==> src/rtl/pipe_ctrl_pkg.sv <==
// Shared definitions for the pipeline controller: FSM states, per-stage
// stall encodings, default vectors and a PC alignment helper.
package pipe_ctrl_pkg;

   localparam int unsigned PC_W      = 32;
   localparam int unsigned STALL_W   = 6;
   localparam int unsigned CNT_W     = 8;
   localparam int unsigned FLUSH_C_W = 3;

   typedef enum logic [1:0] {
      ST_HOLD  = 2'd0,
      ST_RUN   = 2'd1,
      ST_FLUSH = 2'd2
   } state_t;

   // Stall bit order {wb,mem,ex,id,if,pc}, bit0 = pc
   localparam logic [STALL_W-1:0] STALL_NONE = 6'b000000;
   localparam logic [STALL_W-1:0] STALL_ID   = 6'b000111;
   localparam logic [STALL_W-1:0] STALL_EX   = 6'b001111;
   localparam logic [STALL_W-1:0] STALL_ALL  = 6'b111111;

   localparam logic [PC_W-1:0] RESET_VEC_DEF = 32'h0000_0000;
   localparam logic [PC_W-1:0] EXC_VEC_DEF   = 32'h0000_0020;

   // Instruction fetch is word aligned; low address bits are always dropped
   function automatic logic [PC_W-1:0] align_pc(input logic [PC_W-1:0] pc);
      return {pc[PC_W-1:2], 2'b00};
   endfunction

endpackage

==> src/rtl/pipe_ctrl_stall_wdog.sv <==
// Consecutive-stall counter with sticky watchdog flag.
// Ports: clk, rst (sync, active-high), i_run (controller in RUN),
//        i_stalled (stall vector non-zero), o_stall_cnt, o_wdog_err.
module stall_wdog
   import pipe_ctrl_pkg::*;
#(
   parameter logic [CNT_W-1:0] WDOG_LIMIT = 8'd64
) (
   input  logic             clk,
   input  logic             rst,
   input  logic             i_run,
   input  logic             i_stalled,
   output logic [CNT_W-1:0] o_stall_cnt,
   output logic             o_wdog_err
);

   logic [CNT_W-1:0] r_cnt;
   logic             r_wdog;
   logic             w_inc;
   logic [CNT_W-1:0] w_cnt_next;

   // Saturating increment, only counted while running
   always_comb begin
      w_inc      = i_run & i_stalled;
      w_cnt_next = (r_cnt == {CNT_W{1'b1}}) ? r_cnt : r_cnt + CNT_W'(1);
   end

   always_ff @(posedge clk) begin
      if (rst) begin
         r_cnt  <= '0;
         r_wdog <= 1'b0;
      end else begin
         if (!i_stalled)
            r_cnt <= '0;
         else if (w_inc)
            r_cnt <= w_cnt_next;
         if (w_inc && (w_cnt_next == WDOG_LIMIT))
            r_wdog <= 1'b1;
      end
   end

   // Reset forces zero on the outputs immediately, not only after the edge
   assign o_stall_cnt = rst ? '0 : r_cnt;
   assign o_wdog_err  = rst ? 1'b0 : r_wdog;

endmodule

==> src/rtl/pipe_ctrl.sv <==
// Pipeline hazard/redirect controller: per-stage stalls, exception flush
// sequencing, branch redirect with deferral across stalls, and a stall
// watchdog.
// Ports: clk, rst (sync, active-high); stallreq_id, stallreq_ex;
//        exc_valid, exc_eret, epc; branch_valid, branch_target;
//        stall[5:0], flush, pc_load, pc_new[31:0], stall_cnt[7:0], wdog_err.
module pipe_ctrl
   import pipe_ctrl_pkg::*;
#(
   parameter logic [PC_W-1:0]  RESET_VEC    = RESET_VEC_DEF,
   parameter logic [PC_W-1:0]  EXC_VEC      = EXC_VEC_DEF,
   parameter int unsigned      FLUSH_CYCLES = 2,
   parameter logic [CNT_W-1:0] WDOG_LIMIT   = 8'd64
) (
   input  logic               clk,
   input  logic               rst,
   input  logic               stallreq_id,
   input  logic               stallreq_ex,
   input  logic               exc_valid,
   input  logic               exc_eret,
   input  logic [PC_W-1:0]    epc,
   input  logic               branch_valid,
   input  logic [PC_W-1:0]    branch_target,
   output logic [STALL_W-1:0] stall,
   output logic               flush,
   output logic               pc_load,
   output logic [PC_W-1:0]    pc_new,
   output logic [CNT_W-1:0]   stall_cnt,
   output logic               wdog_err
);

   state_t                 r_state;
   state_t                 w_state_next;
   logic [FLUSH_C_W-1:0]   r_flush_cnt;
   logic                   r_pend_valid;
   logic [PC_W-1:0]        r_pend_tgt;

   logic [STALL_W-1:0]     w_stall_req;
   logic                   w_run;
   logic                   w_exc;
   logic                   w_req_stall;
   logic                   w_issue_pend;
   logic                   w_capture;
   logic                   w_stalled;

   // Decoded request conditions shared by next-state, outputs and datapath
   always_comb begin
      w_stall_req  = stallreq_ex ? STALL_EX : (stallreq_id ? STALL_ID : STALL_NONE);
      w_run        = (r_state == ST_RUN);
      w_exc        = w_run & exc_valid;
      w_req_stall  = (w_stall_req != STALL_NONE);
      w_issue_pend = w_run & ~exc_valid & ~w_req_stall & r_pend_valid;
      // A branch is deferred when stalled or when a pending one takes this slot
      w_capture    = w_run & ~exc_valid & branch_valid & (w_req_stall | r_pend_valid);
      w_stalled    = (stall != STALL_NONE);
   end

   // State register
   always_ff @(posedge clk) begin
      if (rst)
         r_state <= ST_HOLD;
      else
         r_state <= w_state_next;
   end

   // Next-state logic
   always_comb begin
      w_state_next = r_state;
      case (r_state)
         ST_HOLD:  w_state_next = ST_RUN;
         ST_RUN:   if (exc_valid) w_state_next = ST_FLUSH;
         ST_FLUSH: if (r_flush_cnt <= FLUSH_C_W'(1)) w_state_next = ST_RUN;
         default:  w_state_next = ST_HOLD;
      endcase
   end

   // Output logic; rst overrides to the HOLD values combinationally
   always_comb begin
      stall   = STALL_NONE;
      flush   = 1'b0;
      pc_load = 1'b0;
      pc_new  = '0;
      if (rst || (r_state == ST_HOLD)) begin
         stall   = STALL_ALL;
         pc_load = 1'b1;
         pc_new  = align_pc(RESET_VEC);
      end else if (r_state == ST_FLUSH) begin
         flush = 1'b1;
      end else if (r_state == ST_RUN) begin
         if (exc_valid) begin
            flush   = 1'b1;
            pc_load = 1'b1;
            pc_new  = align_pc(exc_eret ? epc : EXC_VEC);
         end else if (w_req_stall) begin
            stall = w_stall_req;
         end else if (r_pend_valid) begin
            pc_load = 1'b1;
            pc_new  = align_pc(r_pend_tgt);
         end else if (branch_valid) begin
            pc_load = 1'b1;
            pc_new  = align_pc(branch_target);
         end
      end
   end

   // Flush down-counter and deferred branch register
   always_ff @(posedge clk) begin
      if (rst) begin
         r_flush_cnt  <= '0;
         r_pend_valid <= 1'b0;
         r_pend_tgt   <= '0;
      end else begin
         if (w_exc)
            r_flush_cnt <= FLUSH_C_W'(FLUSH_CYCLES);
         else if ((r_state == ST_FLUSH) && (r_flush_cnt != '0))
            r_flush_cnt <= r_flush_cnt - FLUSH_C_W'(1);

         if (w_exc) begin
            r_pend_valid <= 1'b0;
         end else if (w_capture) begin
            r_pend_valid <= 1'b1;
            r_pend_tgt   <= branch_target;
         end else if (w_issue_pend) begin
            r_pend_valid <= 1'b0;
         end
      end
   end

   stall_wdog #(
      .WDOG_LIMIT (WDOG_LIMIT)
   ) u_stall_wdog (
      .clk         (clk),
      .rst         (rst),
      .i_run       (w_run),
      .i_stalled   (w_stalled),
      .o_stall_cnt (stall_cnt),
      .o_wdog_err  (wdog_err)
   );

endmodule

==> config.mk <==
export PLATFORM = sky130hd
export DESIGN_NAME = pipe_ctrl
export DESIGN_NICKNAME = d
export VERILOG_FILES = /design/src/rtl/pipe_ctrl_pkg.sv /design/src/rtl/pipe_ctrl_stall_wdog.sv /design/src/rtl/pipe_ctrl.sv
export SDC_FILE = /design/constraint.sdc
export NUM_CORES = 1
export LEC_CHECK = 0
export BUFFER_PORTS_ARGS = -buffer_cell sky130_fd_sc_hd__buf_2
export CAP_MARGIN = 40
export CORE_MARGIN = 2
export CORE_UTILIZATION = 23
export CTS_CLUSTER_DIAMETER = 200
export CTS_CLUSTER_SIZE = 14
export DETAILED_ROUTE_END_ITERATION = 8
export GPL_TIMING_DRIVEN = 0
export PLACE_DENSITY = 0.41
export SYNTH_ARGS = -nofsm -noshare
export SYNTH_HDL_FRONTEND = slang
export SYNTH_SLANG_ARGS = --single-unit
==> constraint.sdc <==
create_clock -name clk -period 3.8 [get_ports clk]
set_input_delay 0.76 -clock clk [delete_from_list [all_inputs] [get_ports clk]]
set_output_delay 0.76 -clock clk [all_outputs]
set_load 0.01 [all_outputs]
==> flow_metrics.py, run 1 <==
metrics = {
    "grt": {
        "antenna_found_initial": 1,
        "grt-ovfl-total": 0,
        "grt_use_total_pct": 13.3,
        "grt_start_max_net_pins": 14,
        "grt_pass1_vias": 2987,
        "grt_pass1_wl_mm": 15.5,
    },
    "worst_hold_path": {
        "min_path_type": "flip-flop to flip-flop",
        "whs_endpoint": "r_pend_tgt[16]$_SDFFE_PP0P_",
        "hold-path-cell-count": 2,
        "holdCritStartpoint": "r_pend_tgt[16]$_SDFFE_PP0P_",
    },
    "cells_and_area": {
        "n_antenna_cell": 0,
        "fillers": 1448,
        "nets": 579,
        "seqCellArea_um2": 901,
        "final_util_pct": 30.6,
        "multi_input_area_um2": 1960,
        "drive_gt1_share_pct": 44.8,
        "area_delta_synth_final_pct": 29.4,
    },
    "power": {
        "combPwrFrac_pct": 20.3,
        "power.leakage_nw": 1.61,
        "clock_power_share_pct": 36.9,
        "p_int_mw": 0.835,
        "power_frac_seq_pct": 42.8,
        "p_sw_share_pct": 28.0,
        "power.density_nw_per_um2": 285,
        "ir_worst_vdd_mv": 0.154,
        "switchingPower_mw": 0.325,
    },
    "sta": {
        "period_needed_ps": 3070,
        "whs_ps": 452,
        "period_share_pct": 80.8,
        "finalSetupViolations": 0,
        "tightest_slew_ps": 851,
        "fin_tns_setup_ps": 0,
        "fmax_ghz": 0.326,
        "final_hold_viol_count": 0,
        "finalClockSkew_ps": 3.92,
        "finalMaxSlewViolations": 0,
        "rsz0062_at_grt": "no",
        "slew_headroom_pct": 43.3,
    },
    "yosys": {
        "synthDominantCellAreaShare_pct": 28.6,
        "ys_top_cells_by_area": "dfxtp_1 (29%), mux2_2 (11%), nand2_1 (8.6%)",
        "ys_async_sr_fraction_pct": 0,
        "synth_area_leader_cell": "dfxtp_1",
        "synth.yosys.seq_area_share_pct": 28.6,
        "synthCells": 384,
        "synth-warning-count": 0,
        "ys_seq_elements": 45,
        "ys_top_cells_by_count": "nand2_1 (72), dfxtp_1 (45), a21oi_1 (39)",
        "synth_edf_count": 0,
        "netlist_area_um2": 3150,
        "synthFlopType": "dfxtp_1",
        "synthDistinctLibCells": 51,
        "synth_area_per_cell_um2": 8.19,
        "synth_most_common_cell": "nand2_1",
    },
    "die": {
        "ios": 120,
        "initial_utilization_pct": 23.7,
        "die-area_um2": 14600,
        "fp.dieH_um": 121,
        "die-width_um": 121,
        "row_count": 42,
        "core_um2": 13300,
    },
    "clocking": {
        "cts_tree": "built",
        "cts_sinks": 45,
        "clk_pin_slew_ps": 60,
        "clk_path_buf_depth": 2,
        "htreeDepth": 2,
        "cts_setup_buffers": 0,
        "ctsHoldBuffers": 0,
        "cts_resized": 0,
        "root_buffer": "clkbuf_16",
        "clock_latency_ps": 280,
        "cts-buffers-inserted": 5,
    },
    "routing": {
        "wl_per_cell_um": 14.4,
        "drc": 0,
        "drt_iter0_drc": 100,
        "via_count": 3086,
        "drtAntennaViolNets": 0,
        "first_pass_iters": 4,
        "routed_wl_mm": 9.81,
        "via_per_inst": 4.53,
    },
    "run_status": {
        "status": "finished clean",
    },
    "critical_path": {
        "worstReg2RegEnd": "u_stall_wdog.r_cnt[1]$_SDFFE_PP0P_",
        "startpoint_type": "primary input",
        "crit_top_cell": "buf_2",
        "reg2regPathDepth": 5,
        "reg2reg_from": "u_stall_wdog.r_cnt[0]$_SDFFE_PP0P_",
        "critPathArrivalTime_ps": 2310,
        "critical_path.endpoint_type": "output port",
        "path_max_fanout": 10,
        "crit_type": "primary input to output port",
        "slowest_stage": "clkbuf_1",
        "path_buf_inv": 4,
        "r2r_slack_ps": 2070,
        "worstPathCellList": "buf_2, inv_1, nand2_1, clkbuf_1, nor2_2, buf_2",
        "cp_top_family": "buffers and inverters",
        "max_stage_delay_ps": 670,
        "crit_required_ps": 3040,
    },
    "job": {
        "cap_violations": 0,
    },
    "place": {
        "port_buffers": 112,
        "dp_hpwl_mm": 7.47,
        "gp_congestion": 0.795,
    },
}
==> power groups by stage <==
| stage | registers (mW) | clock network, mW | logic [mW] |
|---|---|---|---|
| after floorplan | 0.504 | 0 | 0.150 |
| after global placement | 0.507 | 0 | 0.237 |
| after detailed placement | 0.507 | 0 | 0.239 |
| after CTS | 0.496 | 0.445 | 0.240 |
| after global routing | 0.498 | 0.464 | 0.261 |
| final | 0.497 | 0.427 | 0.236 |
==> state kept, by name, summed over array words and instances (netlist names) <==
| register | count |
|---|---|
| r_pend_valid | 1 |
| r_state | 2 |
| r_flush_cnt | 3 |
| r_pend_tgt | 30 |
| u_stall_wdog.r_wdog | 1 |
| u_stall_wdog.r_cnt | 8 |
==> cell families (layout without fill, tap and decap cells) <==
family / after synthesis / after routing / share of synthesized area [%]
and+or+nand+nor: 155 / 155 / 23.9
AOI/OAI and AO/OA: 98 / 98 / 23.7
DFF: 45 / 45 / 28.6
buffers and inverters: 44 / 164 / 9.15
muxes: 33 / 33 / 11.7
adders and majority gates: 4 / 4 / 1.59
xor gates and xnor gates: 4 / 4 / 1.11
other: 1 / 2 / 0.119
==> worst max path at each step <==
stage / startpoint / end / slack [ps] / cells past startpoint
global route: rst / pc_new[4] / 540 / 6
detailed placement: rst / pc_new[3] / 630 / 6
global placement: rst / pc_new[3] / 710 / 6
finish: rst / pc_new[3] / 730 / 6
floorplan: stallreq_ex / pc_new[11] / 1240 / 5
CTS: rst / pc_new[3] / 620 / 6
==> layer usage <==
metal / up-vias / share of wire, % / GRT usage, %
li1: 1578 / - / -
met4: 2 / 0.59 / 2.62
met1: 1410 / 49 / 18.7
met5: - / 0.10 / 0
met2: 89 / 44 / 21.4
met3: 7 / 6.1 / 2.49
==> tightest hold or removal path, cell delays in order, from the launching register on <==
cell	delay, ps
dfxtp_1	310
nand2_1	50
a21oi_1	50
==> per-stage QoR <==
| stage | power [mW] | std cells | area, µm² | worst slack, ps |
|---|---|---|---|---|
| 6_report | 1.16 | 681 | 4070 | 729 |
| 5_1_grt | 1.22 | 681 | 4070 | 543 |
| 4_1_cts | 1.18 | 681 | 4070 | 624 |
| 3_5_place_dp | 0.746 | 673 | 3930 | 631 |
| 3_3_place_gp | 0.744 | 673 | 3930 | 713 |
| 2_1_floorplan | 0.654 | 385 | 3150 | 1240 |
==> layout make-up <==
class,count,area share (%)
Sequential cell,45,22.1
Multi-Input combinational cell,296,48.2
Buffer,37,6.43
Clock inverter,2,0.246
Inverter,7,0.646
Timing Repair Buffer,112,13.8
Tap cell,176,5.41
Clock buffer,6,3.17
==> placed cells by master (no fill, tap or decap), drive strengths merged, types with 7 or more instances in the layout <==
cell type    n
buf        139
nand2       72
nor2        46
dfxtp       45
a21oi       39
mux2        30
a22oi       29
clkbuf      16
nor2b       10
inv          7
o21ai        7
nand3        7
and3         7
No activity file was read; power rests on OpenSTA's default activity.
==> run 2: changes to the inputs <==
PLACE_DENSITY = 0.42   (was 0.41)
clock period = 2.8 ns   (was 3.8 ns; I/O delays follow)
==> run 2 against run 1 <==
Count of clock-buffer cells in the layout stayed put; first-iteration DRC count is 24% higher; combinational power is 35% higher; sequential share of layout area hardly changed; final area is 0.15% higher; clock power is 37% higher; cell count stayed put; non-clock buffer count stayed put; largest cell class unchanged; largest power group unchanged.
==> flow_metrics.py, run 2 (synthesis gave the netlist of run 1 again) <==
metrics = {
    "clocking": {
        "cts_tree": "built",
        "cts_sinks": 45,
        "clock_latency_ps": 280,
        "cts_setup_buffers": 0,
        "root_buffer": "clkbuf_16",
        "htreeDepth": 2,
        "ctsHoldBuffers": 0,
        "clk_pin_slew_ps": 70,
        "clk_path_buf_depth": 2,
        "cts-buffers-inserted": 5,
    },
    "critical_path": {
        "reg2regPathDepth": 5,
        "startpoint": "r_pend_valid$_SDFFE_PP0P_",
        "critPathArrivalTime_ps": 2060,
        "critical_path.endpoint_type": "output port",
        "path_max_fanout": 10,
        "cp_top_family": "buffers and inverters",
        "crit_type": "flip-flop to output port",
        "crit_required_ps": 2240,
        "max_stage_delay_ps": 480,
        "reg2reg_from": "u_stall_wdog.r_cnt[1]$_SDFFE_PP0P_",
        "r2r_slack_ps": 1070,
        "worstReg2RegEnd": "u_stall_wdog.r_cnt[1]$_SDFFE_PP0P_",
        "worstPathCellList": "buf_2, clkbuf_1, mux2_2, a22oi_2, nor2_2, buf_2",
        "path_buf_inv": 3,
        "slowest_stage": "clkbuf_1",
        "startpoint_type": "flip-flop",
        "crit_top_cell": "buf_2",
    },
    "cells_and_area": {
        "n_antenna_cell": 0,
        "top_regs": "r_pend_tgt x30, u_stall_wdog.r_cnt x8, r_flush_cnt x3",
        "final_cells": 681,
        "drive_gt1_share_pct": 45.0,
        "largest_reg_flops": 30,
        "nets": 579,
        "layout_commonest_cell": "buf_2",
        "area_delta_synth_final_pct": 29.6,
        "design_area_um2": 4080,
        "fillers": 1462,
        "seqCellArea_um2": 901,
        "final_util_pct": 30.7,
        "largest-register": "r_pend_tgt",
        "layout_common_cells": "buf_2 (121), nand2_1 (72), dfxtp_1 (45)",
        "multi_input_area_um2": 1960,
    },
    "grt": {
        "grt-ovfl-total": 0,
        "grt_use_total_pct": 12.8,
        "antenna_found_initial": 0,
        "grt_pass1_vias": 2928,
        "grt_start_max_net_pins": 15,
        "grt_pass1_wl_mm": 14.9,
    },
    "die": {
        "fp.dieH_um": 121,
        "row_count": 42,
        "die-width_um": 121,
        "core_um2": 13300,
        "die-area_um2": 14600,
        "ios": 120,
        "initial_utilization_pct": 23.7,
    },
    "routing": {
        "first_pass_iters": 4,
        "via_per_inst": 4.52,
        "via_count": 3076,
        "routed_wl_mm": 9.60,
        "drt_iter0_drc": 124,
        "drtAntennaViolNets": 0,
        "drc": 0,
        "wl_per_cell_um": 14.1,
    },
    "sta": {
        "period_needed_ps": 2620,
        "final.setup.worst_slack_ps": 182,
        "finalClockSkew_ps": 6.90,
        "tightest_slew_ps": 718,
        "finalMaxSlewViolations": 0,
        "slew_headroom_pct": 52.1,
        "finalSetupViolations": 0,
        "period_share_pct": 93.5,
        "rsz0062_at_grt": "no",
        "fin_tns_setup_ps": 0,
        "fmax_ghz": 0.382,
        "whs_ps": 451,
        "final_hold_viol_count": 0,
    },
    "worst_hold_path": {
        "min_path_type": "flip-flop to flip-flop",
        "hold-path-cell-count": 2,
        "whs_endpoint": "r_pend_tgt[31]$_SDFFE_PP0P_",
        "holdCritStartpoint": "r_pend_tgt[31]$_SDFFE_PP0P_",
    },
    "power": {
        "power.leakage_nw": 1.61,
        "ir_worst_vdd_mv": 0.237,
        "power_mw": 1.58,
        "power.density_nw_per_um2": 387,
    },
    "place": {
        "pre_cts_ws_ps": 114,
        "placed_area_um2": 3930,
        "placed_cells": 673,
        "gp_congestion": 0.858,
        "dp_hpwl_mm": 7.49,
        "port_buffers": 112,
    },
    "job": {
        "cap_violations": 0,
    },
    "run_status": {
        "status": "finished clean",
    },
}
[run 2: cell type report]
| class | count | area share, % |
|---|---|---|
| flip-flops and latches | 45 | 22.1 |
| plain buffers | 37 | 6.45 |
| multi-input cells | 296 | 48.1 |
| clock inverters | 2 | 0.368 |
| inverters | 7 | 0.645 |
| repair buffers | 112 | 13.8 |
| well taps | 176 | 5.40 |
| clock buffers | 6 | 3.16 |
[run 2: how the worst max path moves through the flow]
stage	end	slack, ps	depth (start not counted)
after floorplan	pc_new[11]	640	5
after global placement	pc_new[4]	110	6
after detailed placement	pc_new[4]	110	6
after CTS	pc_new[4]	90	6
after global routing	pc_new[4]	40	6
final	pc_new[23]	180	6
[run 2: worst register-to-register path: cells and delay by family, from the launching register on]
| kind | cells | cell delay (ps) |
|---|---|---|
| DFF | 1 | 450 |
| AOI/OAI and AO/OA | 1 | 380 |
| adders and majority gates | 1 | 300 |
| and+or+nand+nor | 2 | 270 |
| muxes | 1 | 230 |
[run 2: routing by layer]
metal	global-route usage [%]	up-vias	wire length, µm
met5	0	-	0
met3	2.87	2	618
met2	21.2	82	4440
met4	2.40	0	25
met1	17.2	1417	4520
li1	-	1575	-
[run 2: power breakdown]
| group | switching [mW] | internal, mW | leakage [nW] |
|---|---|---|---|
| combinational | 0.172 | 0.146 | 1.18 |
| clock | 0.252 | 0.331 | 0.0631 |
| sequential | 0.0145 | 0.659 | 0.365 |
| total | 0.439 | 1.14 | 1.61 |
[run 2: what timing repair did]
action                                  4_1_cts  5_1_grt
endpoints found under the hold margin         0        0
resized for setup                             0        2
endpoints found under the setup margin        0        1
==> run 3: changes to the inputs <==
CORE_MARGIN = not set   (was 2)
CORE_UTILIZATION = 35   (was 23)
PLACE_DENSITY = 0.57   (was 0.42)
clock period = 2.7 ns   (was 2.8 ns; I/O delays follow)
==> run 3 against run 2 <==
Power is 1.0% lower; final area down 2.7%; wire length shrank 12%; worst hold slack is essentially flat; highest routed layer unchanged.
==> flow_metrics.py, run 3 (synthesis gave the netlist of run 1 again) <==
metrics = {
    "sta": {
        "tightest_slew_ps": 803,
        "period_share_pct": 96.1,
        "slew_headroom_pct": 46.5,
        "fmax_ghz": 0.385,
        "finalMaxSlewViolations": 0,
        "final.setup.worst_slack_ps": 104,
        "finalSetupViolations": 0,
        "final_hold_viol_count": 0,
        "period_needed_ps": 2600,
        "whs_ps": 451,
        "fin_tns_setup_ps": 0,
        "rsz0062_at_grt": "no",
        "finalClockSkew_ps": 10.3,
    },
    "critical_path": {
        "critical_path.endpoint_type": "output port",
        "path_max_fanout": 10,
        "crit_type": "primary input to output port",
        "crit_top_cell": "buf_2",
        "worstPathCellList": "buf_2, inv_1, nand2_1, clkbuf_1, nor2_2, buf_2",
        "critPathArrivalTime_ps": 2060,
        "crit_required_ps": 2160,
        "slowest_stage": "clkbuf_1",
        "max_stage_delay_ps": 630,
        "startpoint_type": "primary input",
    },
    "worst_hold_path": {
        "min_path_type": "flip-flop to flip-flop",
    },
    "place": {
        "pre_cts_ws_ps": 121,
        "gp_congestion": 0.829,
        "dp_hpwl_mm": 6.57,
        "port_buffers": 112,
        "placed_cells": 605,
        "placed_area_um2": 3840,
    },
    "cells_and_area": {
        "fillers": 898,
        "layout_common_cells": "buf_2 (121), nand2_1 (72), dfxtp_1 (45)",
        "largest-register": "r_pend_tgt",
        "seqCellArea_um2": 901,
        "largest_reg_flops": 30,
        "nets": 579,
        "multi_input_area_um2": 1960,
        "top_regs": "r_pend_tgt x30, u_stall_wdog.r_cnt x8, r_flush_cnt x3",
        "final_cells": 613,
        "n_antenna_cell": 0,
        "final_util_pct": 45.5,
        "drive_gt1_share_pct": 45.1,
        "layout_commonest_cell": "buf_2",
        "design_area_um2": 3960,
        "area_delta_synth_final_pct": 26.0,
    },
    "grt": {
        "grt_start_max_net_pins": 14,
        "grt_use_total_pct": 17.9,
        "grt-ovfl-total": 0,
        "grt_pass1_wl_mm": 14.0,
        "antenna_found_initial": 0,
        "grt_pass1_vias": 2904,
    },
    "routing": {
        "met1_length_mm": 4.05,
        "dr_wl_met2_mm": 3.98,
        "drtAntennaViolNets": 0,
        "routed_wl_mm": 8.49,
        "via_per_inst": 5.05,
        "first_pass_iters": 4,
        "drc": 0,
        "via_count": 3095,
        "wl_per_cell_um": 13.8,
        "top_layer_used": "met4",
        "drt_iter0_drc": 146,
        "met3WireLength_um": 392,
    },
    "die": {
        "die-area_um2": 9370,
        "die-width_um": 96.8,
        "initial_utilization_pct": 36.1,
        "fp.dieH_um": 96.8,
        "row_count": 34,
        "ios": 120,
        "core_um2": 8720,
    },
    "power": {
        "power.density_nw_per_um2": 393,
        "power_mw": 1.56,
        "ir_worst_vdd_mv": 0.295,
        "power.leakage_nw": 1.61,
    },
    "run_status": {
        "status": "finished clean",
    },
    "clocking": {
        "ctsHoldBuffers": 0,
        "cts_setup_buffers": 0,
        "clk_path_buf_depth": 2,
        "root_buffer": "clkbuf_8",
        "clk_pin_slew_ps": 80,
        "cts-buffers-inserted": 5,
        "clock_latency_ps": 300,
        "cts_sinks": 45,
        "cts_tree": "built",
        "htreeDepth": 2,
    },
    "job": {
        "cap_violations": 0,
    },
}
## run 3: changes by cell type in the layout (fill, tap and decap cells not counted), sizes merged
cell      before  now
clkinvlp       2    0
bufinv         0    1
clkbuf        16   17
## run 3: power breakdown
part | leakage [nW] | switching (mW) | internal [mW]
logic | 1.18 | 0.176 | 0.152
clock network | 0.0585 | 0.232 | 0.302
registers | 0.365 | 0.0146 | 0.683
## run 3: repair_timing
action | in CTS | in global routing
endpoints found under the hold margin | 0 | 0
gates resized for setup | 0 | 4
endpoints found under the setup margin | 0 | 12
## run 3: area by class of cell
| type | count | share of cell area [%] |
|---|---|---|
| Buffer | 37 | 6.66 |
| Clock buffer | 7 | 2.18 |
| Clock inverter | 1 | 0.758 |
| Inverter | 7 | 0.663 |
| Multi-Input combinational cell | 296 | 49.5 |
| Sequential cell | 45 | 22.7 |
| Tap cell | 108 | 3.41 |
| Timing Repair Buffer | 112 | 14.1 |
## run 3: critical path, delay by kind of cell
family / cells / cell delay (ps)
buffers and inverters: 4 / 1220
AND/OR/NAND/NOR: 2 / 290
## run 3: path summary, 6_finish.rpt
path	start	to	slack [ps]	depth (start not counted)
setup / recovery	rst	pc_new[4]	100	6
hold / removal	r_pend_tgt[8]$_SDFFE_PP0P_	r_pend_tgt[8]$_SDFFE_PP0P_	450	2
setup reg to reg	u_stall_wdog.r_cnt[1]$_SDFFE_PP0P_	u_stall_wdog.r_cnt[1]$_SDFFE_PP0P_	930	5
hold reg to reg	r_pend_tgt[8]$_SDFFE_PP0P_	r_pend_tgt[8]$_SDFFE_PP0P_	450	2
## run 3: layer usage
| layer | vias to the layer above | track usage (%) |
|---|---|---|
| met5 | - | 0 |
| met3 | 4 | 3.03 |
| met4 | 0 | 4.02 |
| li1 | 1574 | - |
| met2 | 82 | 29.9 |
| met1 | 1435 | 24.1 |
